**config.mk**
```make
export PLATFORM = sky130hd
export DESIGN_NAME = fp16_addsub_sequencer_flat
export DESIGN_NICKNAME = d
export VERILOG_FILES = /design/src/rtl/fp16_addsub_sequencer_pkg.sv /design/src/rtl/fp16_addsub_sequencer_if.sv /design/src/rtl/fp16_addsub_sequencer_round.sv /design/src/rtl/fp16_addsub_sequencer.sv /design/src/flat_wrapper.sv
export SDC_FILE = /design/constraint.sdc
export NUM_CORES = 1
export LEC_CHECK = 0
export CORE_MARGIN = 8
export CORE_UTILIZATION = 53
export DETAILED_ROUTE_END_ITERATION = 8
export PLACE_DENSITY = 0.78
export RECOVER_POWER = 25
export SLEW_MARGIN = 20
export SYNTH_ARGS = -nofsm -noshare
export SYNTH_HDL_FRONTEND = slang
export SYNTH_SLANG_ARGS = --single-unit
export TNS_END_PERCENT = 5
```
**constraint.sdc**
```tcl
create_clock -name clk -period 2.6 [get_ports clk]
set_input_delay 0.26 -clock clk [delete_from_list [all_inputs] [get_ports clk]]
set_output_delay 0.26 -clock clk [all_outputs]
set_load 0.01 [all_outputs]
```
**src/rtl/fp16_addsub_sequencer_pkg.sv**
```systemverilog
// Shared types and constants for the FP16 add/subtract sequencer.
// Fixes the field layout of FP16 words and of the 16-bit working mantissa.
package fp16_pkg;

    localparam int WM       = 16;
    localparam int EXP_W    = 5;
    localparam int FRAC_W   = 10;
    localparam int SIGN_BIT = 15;
    localparam int EXP_HI   = 14;
    localparam int EXP_LO   = 10;

    // Working mantissa: [13] carry, [12] hidden, [11:2] fraction, [1] guard, [0] round
    localparam int M_CARRY  = 13;
    localparam int M_HIDDEN = 12;

    localparam logic [5:0]  EXP_MAX   = 6'd30;
    localparam logic [15:0] FP16_QNAN = 16'h7E00;

    typedef enum logic [1:0] {
        EXC_NONE = 2'b00,
        EXC_OVF  = 2'b01,
        EXC_UNF  = 2'b10,
        EXC_INV  = 2'b11
    } exc_t;

    typedef enum logic [2:0] {
        IDLE,
        ALIGN,
        ADD,
        NORM,
        ROUND,
        DONE
    } state_t;

    // Expand an FP16 word into the working mantissa; exp==0 operands flush to zero.
    function automatic logic [WM-1:0] unpack_mant(input logic [15:0] v);
        if (v[EXP_HI:EXP_LO] == '0)
            return '0;
        return {3'b000, 1'b1, v[FRAC_W-1:0], 2'b00};
    endfunction

endpackage

```
**src/rtl/fp16_addsub_sequencer_if.sv**
```systemverilog
// Operand/result handshake bundle between the ALU top level and the FP16 sequencer.
// master drives operands and out_ready; slave is the sequencer.
interface fp16_addsub_sequencer_if;
    logic        in_valid;
    logic        in_ready;
    logic [15:0] a;
    logic [15:0] b;
    logic        sub;
    logic        out_valid;
    logic        out_ready;
    logic [15:0] result;
    logic [1:0]  exception;
    logic        busy;

    modport master (
        output in_valid, a, b, sub, out_ready,
        input  in_ready, out_valid, result, exception, busy
    );

    modport slave (
        input  in_valid, a, b, sub, out_ready,
        output in_ready, out_valid, result, exception, busy
    );
endinterface

```
**src/rtl/fp16_addsub_sequencer_round.sv**
```systemverilog
// Combinational rounding of a normalised mantissa; RNE when FP16_RNE_ROUND_EN is defined, else truncation.
// Zero latency; no handshake.
module fp16_round
    import fp16_pkg::*;
(
    input  logic [12:0]       m,
    input  logic              sticky,
    output logic [FRAC_W-1:0] frac,
    output logic              carry
);
    logic [13:0] sum;
    logic        unused_low;

`ifdef FP16_RNE_ROUND_EN
    logic inc;
    assign inc = m[1] & (m[0] | sticky | m[2]);
    assign sum = {1'b0, m} + {11'd0, inc, 2'b00};
`else
    logic unused_sticky;
    assign unused_sticky = sticky;
    assign sum = {1'b0, m};
`endif

    assign unused_low = ^sum[1:0];
    assign carry      = sum[13];
    // A carry leaves 1.000..., so the renormalised fraction is taken one bit higher.
    assign frac       = carry ? sum[12:3] : sum[11:2];

endmodule

```
**src/rtl/fp16_addsub_sequencer.sv**
```systemverilog
// FP16 add/subtract with one shared 1-bit shifter; (cnt+1)+1+n_norm+1 cycles, special operands finish on accept.
// Accepts only in IDLE; holds result in DONE until out_ready. Rounding mode set by FP16_RNE_ROUND_EN.
module fp16_addsub_sequencer
    import fp16_pkg::*;
#(
    parameter int MAX_ALIGN = 14
)
(
    input  logic                     clk,
    input  logic                     rst_n,
    fp16_addsub_sequencer_if.slave   bus
);
    localparam int CNT_W = $clog2(MAX_ALIGN + 1);
    localparam logic [5:0]       MAX_ALIGN_E = 6'(MAX_ALIGN);
    localparam logic [CNT_W-1:0] MAX_ALIGN_C = CNT_W'(MAX_ALIGN);

    state_t           state_q, state_d;
    logic [WM-1:0]    x_q, x_d;
    logic [WM-1:0]    y_q, y_d;
    logic [5:0]       exp_q, exp_d;
    logic             sign_q, sign_d;
    logic             sticky_q, sticky_d;
    logic [CNT_W-1:0] cnt_q, cnt_d;
    logic             eff_sub_q, eff_sub_d;
    logic             both_neg_q, both_neg_d;
    logic [15:0]      result_q, result_d;
    exc_t             exc_q, exc_d;

    logic [EXP_W-1:0] a_exp, b_exp;
    logic             a_zero, b_zero, b_sign_eff, a_big, special;
    logic [5:0]       diff;
    logic [FRAC_W-1:0] rnd_frac;
    logic             rnd_carry;
    logic [5:0]       exp_r;

    assign a_exp      = bus.a[EXP_HI:EXP_LO];
    assign b_exp      = bus.b[EXP_HI:EXP_LO];
    assign a_zero     = (a_exp == '0);
    assign b_zero     = (b_exp == '0);
    assign b_sign_eff = bus.b[SIGN_BIT] ^ bus.sub;
    assign special    = (a_exp == '1) || (b_exp == '1);
    // Ties keep A in X so an exact cancellation takes A's sign path.
    assign a_big      = (a_zero ? 15'h0 : bus.a[EXP_HI:0]) >= (b_zero ? 15'h0 : bus.b[EXP_HI:0]);
    assign diff       = a_big ? ({1'b0, a_exp} - {1'b0, b_exp}) : ({1'b0, b_exp} - {1'b0, a_exp});

    fp16_round u_round (
        .m      (x_q[M_HIDDEN:0]),
        .sticky (sticky_q),
        .frac   (rnd_frac),
        .carry  (rnd_carry)
    );

    assign exp_r = exp_q + {5'd0, rnd_carry};

    always_comb begin
        state_d    = state_q;
        x_d        = x_q;
        y_d        = y_q;
        exp_d      = exp_q;
        sign_d     = sign_q;
        sticky_d   = sticky_q;
        cnt_d      = cnt_q;
        eff_sub_d  = eff_sub_q;
        both_neg_d = both_neg_q;
        result_d   = result_q;
        exc_d      = exc_q;

        case (state_q)
            IDLE: begin
                if (bus.in_valid) begin
                    if (special) begin
                        result_d = FP16_QNAN;
                        exc_d    = EXC_INV;
                        state_d  = DONE;
                    end else begin
                        x_d        = a_big ? unpack_mant(bus.a) : unpack_mant(bus.b);
                        y_d        = a_big ? unpack_mant(bus.b) : unpack_mant(bus.a);
                        exp_d      = {1'b0, (a_big ? a_exp : b_exp)};
                        sign_d     = a_big ? bus.a[SIGN_BIT] : b_sign_eff;
                        eff_sub_d  = bus.a[SIGN_BIT] ^ b_sign_eff;
                        both_neg_d = bus.a[SIGN_BIT] & b_sign_eff;
                        sticky_d   = 1'b0;
                        cnt_d      = (diff > MAX_ALIGN_E) ? MAX_ALIGN_C : diff[CNT_W-1:0];
                        state_d    = ALIGN;
                    end
                end
            end
            ALIGN: begin
                if (cnt_q == '0) begin
                    state_d = ADD;
                end else begin
                    y_d      = y_q >> 1;
                    sticky_d = sticky_q | y_q[0];
                    cnt_d    = cnt_q - CNT_W'(1);
                end
            end
            ADD: begin
                x_d     = eff_sub_q ? (x_q - y_q) : (x_q + y_q);
                state_d = NORM;
            end
            NORM: begin
                if (x_q == '0) begin
                    result_d = {both_neg_q, 15'h0};
                    exc_d    = EXC_NONE;
                    state_d  = DONE;
                end else if (x_q[M_CARRY]) begin
                    x_d      = x_q >> 1;
                    sticky_d = sticky_q | x_q[0];
                    exp_d    = exp_q + 6'd1;
                end else if (!x_q[M_HIDDEN]) begin
                    x_d   = x_q << 1;
                    exp_d = exp_q - 6'd1;
                    if (exp_q == 6'd1) begin
                        result_d = {sign_q, 15'h0};
                        exc_d    = EXC_UNF;
                        state_d  = DONE;
                    end
                end else begin
                    state_d = ROUND;
                end
            end
            ROUND: begin
                exp_d = exp_r;
                if (exp_r > EXP_MAX) begin
                    result_d = {sign_q, 5'h1F, 10'h000};
                    exc_d    = EXC_OVF;
                end else begin
                    result_d = {sign_q, exp_r[EXP_W-1:0], rnd_frac};
                    exc_d    = EXC_NONE;
                end
                state_d = DONE;
            end
            DONE: begin
                if (bus.out_ready)
                    state_d = IDLE;
            end
            default: state_d = IDLE;
        endcase
    end

    always_ff @(posedge clk or negedge rst_n) begin
        if (!rst_n) begin
            state_q    <= IDLE;
            x_q        <= '0;
            y_q        <= '0;
            exp_q      <= '0;
            sign_q     <= 1'b0;
            sticky_q   <= 1'b0;
            cnt_q      <= '0;
            eff_sub_q  <= 1'b0;
            both_neg_q <= 1'b0;
            result_q   <= '0;
            exc_q      <= EXC_NONE;
        end else begin
            state_q    <= state_d;
            x_q        <= x_d;
            y_q        <= y_d;
            exp_q      <= exp_d;
            sign_q     <= sign_d;
            sticky_q   <= sticky_d;
            cnt_q      <= cnt_d;
            eff_sub_q  <= eff_sub_d;
            both_neg_q <= both_neg_d;
            result_q   <= result_d;
            exc_q      <= exc_d;
        end
    end

    assign bus.in_ready  = (state_q == IDLE);
    assign bus.busy      = (state_q != IDLE);
    assign bus.out_valid = (state_q == DONE);
    assign bus.result    = result_q;
    assign bus.exception = exc_q;

endmodule

```
**src/flat_wrapper.sv**
```systemverilog
// flat-port wrapper written by rule: the top's interface ports become plain ports
module fp16_addsub_sequencer_flat import fp16_pkg::*;
#(
    parameter int MAX_ALIGN = 14
)
  (clk, rst_n, bus_in_valid, bus_a, bus_b, bus_sub, bus_out_ready, bus_in_ready, bus_out_valid, bus_result, bus_exception, bus_busy);
  fp16_addsub_sequencer_if bus_i ();
  input  logic clk;
  input  logic rst_n;
  input wire logic [$bits(bus_i.in_valid)-1:0] bus_in_valid;
  input wire logic [$bits(bus_i.a)-1:0] bus_a;
  input wire logic [$bits(bus_i.b)-1:0] bus_b;
  input wire logic [$bits(bus_i.sub)-1:0] bus_sub;
  input wire logic [$bits(bus_i.out_ready)-1:0] bus_out_ready;
  output wire logic [$bits(bus_i.in_ready)-1:0] bus_in_ready;
  output wire logic [$bits(bus_i.out_valid)-1:0] bus_out_valid;
  output wire logic [$bits(bus_i.result)-1:0] bus_result;
  output wire logic [$bits(bus_i.exception)-1:0] bus_exception;
  output wire logic [$bits(bus_i.busy)-1:0] bus_busy;
  assign bus_i.in_valid = bus_in_valid;
  assign bus_i.a = bus_a;
  assign bus_i.b = bus_b;
  assign bus_i.sub = bus_sub;
  assign bus_i.out_ready = bus_out_ready;
  assign bus_in_ready = bus_i.in_ready;
  assign bus_out_valid = bus_i.out_valid;
  assign bus_result = bus_i.result;
  assign bus_exception = bus_i.exception;
  assign bus_busy = bus_i.busy;
  fp16_addsub_sequencer #(.MAX_ALIGN(MAX_ALIGN)) u_core (.clk(clk), .rst_n(rst_n), .bus(bus_i));
endmodule
```
==> results.py <==
metrics = {
    "synth": {
        "syn_avg_cell_area_um2": 7.823,
        "synth_edf_count": 0,
        "syn_nets": 815,
        "synth_top_area_share_pct": 27.68,
        "yosysWarnings": 0,
        "synth_top_area_cell": "dfrtp_1",
        "async_reset_ff_share_pct": 100.0,
        "seq_area_frac_synth_pct": 27.68,
        "yosys-top-cells-count": "nand2_1 (85), dfrtp_1 (63), a21oi_1 (58)",
        "synthCells": 728,
        "synthTopCellsByArea": "dfrtp_1 (28%), ha_1 (10%), nand2_1 (5.6%)",
        "synthFlopType": "dfrtp_1",
        "syn_area_mm2": 0.005695,
        "synth.distinct_cells": 69,
        "synth_most_common_cell": "nand2_1",
        "ys_ff_latch": 63,
    },
    "timing": {
        "slew_viol_final": 33,
        "post-route-period-util_pct": 112.0,
        "setup_viol": 33,
        "slew_headroom_pct": -21.33,
        "hold_viol": 0,
        "rsz0062_at_grt": "true",
        "fmax_mhz": 343.4,
        "finalWorstSetupSlack_ns": -0.3120,
        "fin_crit_ns": 2.912,
        "tightestPinTransition_ns": 1.820,
        "fin_setup_tns_ns": -4.057,
        "final.setup_skew_ns": 0.01299,
    },
    "power_and_ir_drop": {
        "power_mw": 11.29,
        "cellLeakagePower_nw": 3.563,
        "seqPwrFrac_pct": 17.7,
        "p_int_mw": 5.984,
        "pwr-share-clk_pct": 8.7,
        "p_comb_share_pct": 73.6,
        "netSwitchingFraction_pct": 47.00,
        "ir_drop_v": 0.0009296,
        "power_density_mw_per_mm2": 1436,
        "p_switching_mw": 5.306,
    },
    "critical_path": {
        "r2r_start": "u_core.y_q[1]$_DFFE_PN0P_",
        "cp_slowest_cell": "dfrtp_1",
        "cp_max_fo": 4,
        "crit_start": "u_core.y_q[1]$_DFFE_PN0P_",
        "path_class": "flop to flop",
        "critPathMaxStageDelay_ns": 0.39,
        "arrival_ns": 3.10,
        "cp.required_ns": 2.78,
        "cpMostUsedCell": "a21oi_1",
        "critPathBufInv": 1,
        "cp_top_family": "compound AO/OA/AOI/OAI gates",
        "cp_cell_sequence": "inv_2 > ha_2 > a31o_4 > xnor2_1 > ha_1 > a21oi_1 > nor3b_2 > a211o_1 > a21oi_1 > o22ai_1 > a221oi_1 > a31oi_1",
        "crit_path_start_kind": "flop",
        "endpoint_kind": "flop",
    },
    "clocking": {
        "cts.sinks": 63,
        "cts.clk_slew.worst_paths_ns": 0.08,
        "cts.path.max_buffers": 2,
        "cts_tree": "built",
        "h-tree-depth": 3,
        "numCtsBuffers": 9,
        "cts_root_buf": "clkbuf_8",
        "clock_latency_ns": 0.35,
    },
    "min_path": {
        "hp-class": "input port to asynchronous set/reset pin",
    },
    "global_route": {
        "grt_antenna_before_repair": 0,
        "gr-total-overflow": 0,
        "first_global_vias": 6152,
        "grt_max_degree": 37,
        "grt_first_pass_wirelength_um": 30080,
        "grt_usage_pct": 25.41,
    },
    "layout": {
        "nNetsFinal": 981,
        "diodes": 0,
        "multi_input_area_mm2": 0.004001,
        "seqCellArea_mm2": 0.001577,
        "layout-drive-gt1-share_pct": 24.72,
        "nFillCells": 819,
        "area_growth_pct": 38.07,
        "instances_no_fill": 1038,
    },
    "die": {
        "die_x_um": 119.7,
        "fp-row-count": 38,
        "ios": 58,
        "start_util_pct": 53.48,
        "die_h_um": 119.7,
        "core_mm2": 0.01065,
        "die_area_mm2": 0.01432,
    },
    "drt": {
        "vias": 6212,
        "first_pass_iters": 8,
        "routed_wl_um": 18450,
        "final_antenna_net_count": 0,
        "drc": 0,
        "drtIter0Drc": 564,
        "routedWlPerCell_um": 17.77,
        "viasPerCell": 5.985,
    },
    "outcome": {
        "violations": "capacitance limit, slew limit, setup timing",
        "status": "finished, violations left",
    },
    "run": {
        "drv_cap": 1,
    },
    "place": {
        "place_inst": 1009,
        "port_buffers": 57,
        "dp_slack_ns": -0.7349,
        "finalWeightedCongestion": 0.9581,
        "hpwl_um": 14150,
    },
}
==> flip-flops by register name, summed over array words and instances (netlist names) <==
register	count
u_core.bus.exception	2
u_core.x_q	16
u_core.bus.result	16
u_core.sign_q	1
u_core.eff_sub_q	1
u_core.exp_q	6
u_core.y_q	13
u_core.cnt_q	4
u_core.state_q	3
u_core.both_neg_q	1
==> worst paths after layout <==
| check | end | slack [ns] | cells past startpoint |
|---|---|---|---|
| setup reg to reg | u_core.x_q[11]$_DFFE_PN0P_ | -0.31 | 12 |
| hold / removal | u_core.bus.result[1]$_DFFE_PN0P_ | 0.40 | 1 |
| max in group asynchronous | u_core.x_q[12]$_DFFE_PN0P_ | 1.15 | 1 |
| min in group clk | u_core.bus.result[12]$_DFFE_PN0P_ | 0.48 | 2 |
| hold reg to reg | u_core.bus.result[12]$_DFFE_PN0P_ | 0.48 | 2 |
| setup / recovery | u_core.x_q[11]$_DFFE_PN0P_ | -0.31 | 12 |
==> area by class of cell <==
| class | instances | share of cell area, % |
|---|---|---|
| sequential | 63 | 20.05 |
| tap | 140 | 2.228 |
| inverter | 52 | 2.482 |
| clock inverter | 4 | 0.9865 |
| timing repair buffer | 198 | 21.45 |
| multi-input combinational | 570 | 50.88 |
| clock buffer | 11 | 1.925 |
==> metrics by stage <==
step	hold slack (ns)	instance area, um2	util (%)
floorplan	-0.03559	5714	-
global placement	0.3633	7286	68.41
detailed placement	0.3744	7286	68.41
CTS	0.008080	7707	72.37
global route	0.5203	7864	73.84
finish	0.4029	7864	73.84
==> worst reg2reg max path, delay by kind of cell (launching register included) <==
kind	cells	cell delay (ns)
AOI/OAI and AO/OA	7	1.48
adders and majority gates	2	0.52
DFF	1	0.39
xor gates and xnor gates	1	0.25
and+or+nand+nor	1	0.07
buffers and inverters	1	0.05
==> per-layer routing <==
layer  GRT usage [%]  part of all wire (%)
met1           30.97                    41
met2           43.00                    49
met3           5.543                   7.2
met4           9.758                   2.7
met5               0                     0
==> layout by cell type (no fill, tap or decap), drive strengths merged, types with 19 or more instances in the layout <==
cell           instances
nor3                  24
nor2                  57
xnor2                 19
ha                    47
a21oi                 60
dfrtp                 63
nand2                 85
o21ai                 70
clkdlybuf4s50         56
inv                   53
buf                  141
==> power groups by stage <==
| stage | registers (mW) | logic (mW) | clock network [mW] |
|---|---|---|---|
| 3_5_place_dp | 1.97 | 7.25 | 0 |
| 2_1_floorplan | 1.88 | 4.53 | 0 |
| 3_3_place_gp | 1.94 | 7.05 | 0 |
| 4_1_cts | 1.96 | 7.75 | 0.979 |
| 5_1_grt | 2.06 | 8.96 | 1.03 |
| 6_report | 2.00 | 8.30 | 0.983 |
==> what timing repair did <==
action                     CTS  global route
buffers inserted            10             2
pin swaps                   30            24
hold buffers                 0             0
setup endpoints to repair   35            35
gates resized for setup     26            31
gates cloned                 1             1
==> logic make-up after synthesis <==
kind of cell | count (synthesis) | synth area share, %
compound gates | 237 | 26.85
buf+inv | 96 | 6.503
mux | 21 | 3.888
flops | 63 | 27.68
xor+xnor | 27 | 4.152
simple gates | 234 | 19.55
fa+ha+maj | 50 | 11.38
No activity file was read; power rests on OpenSTA's default activity.
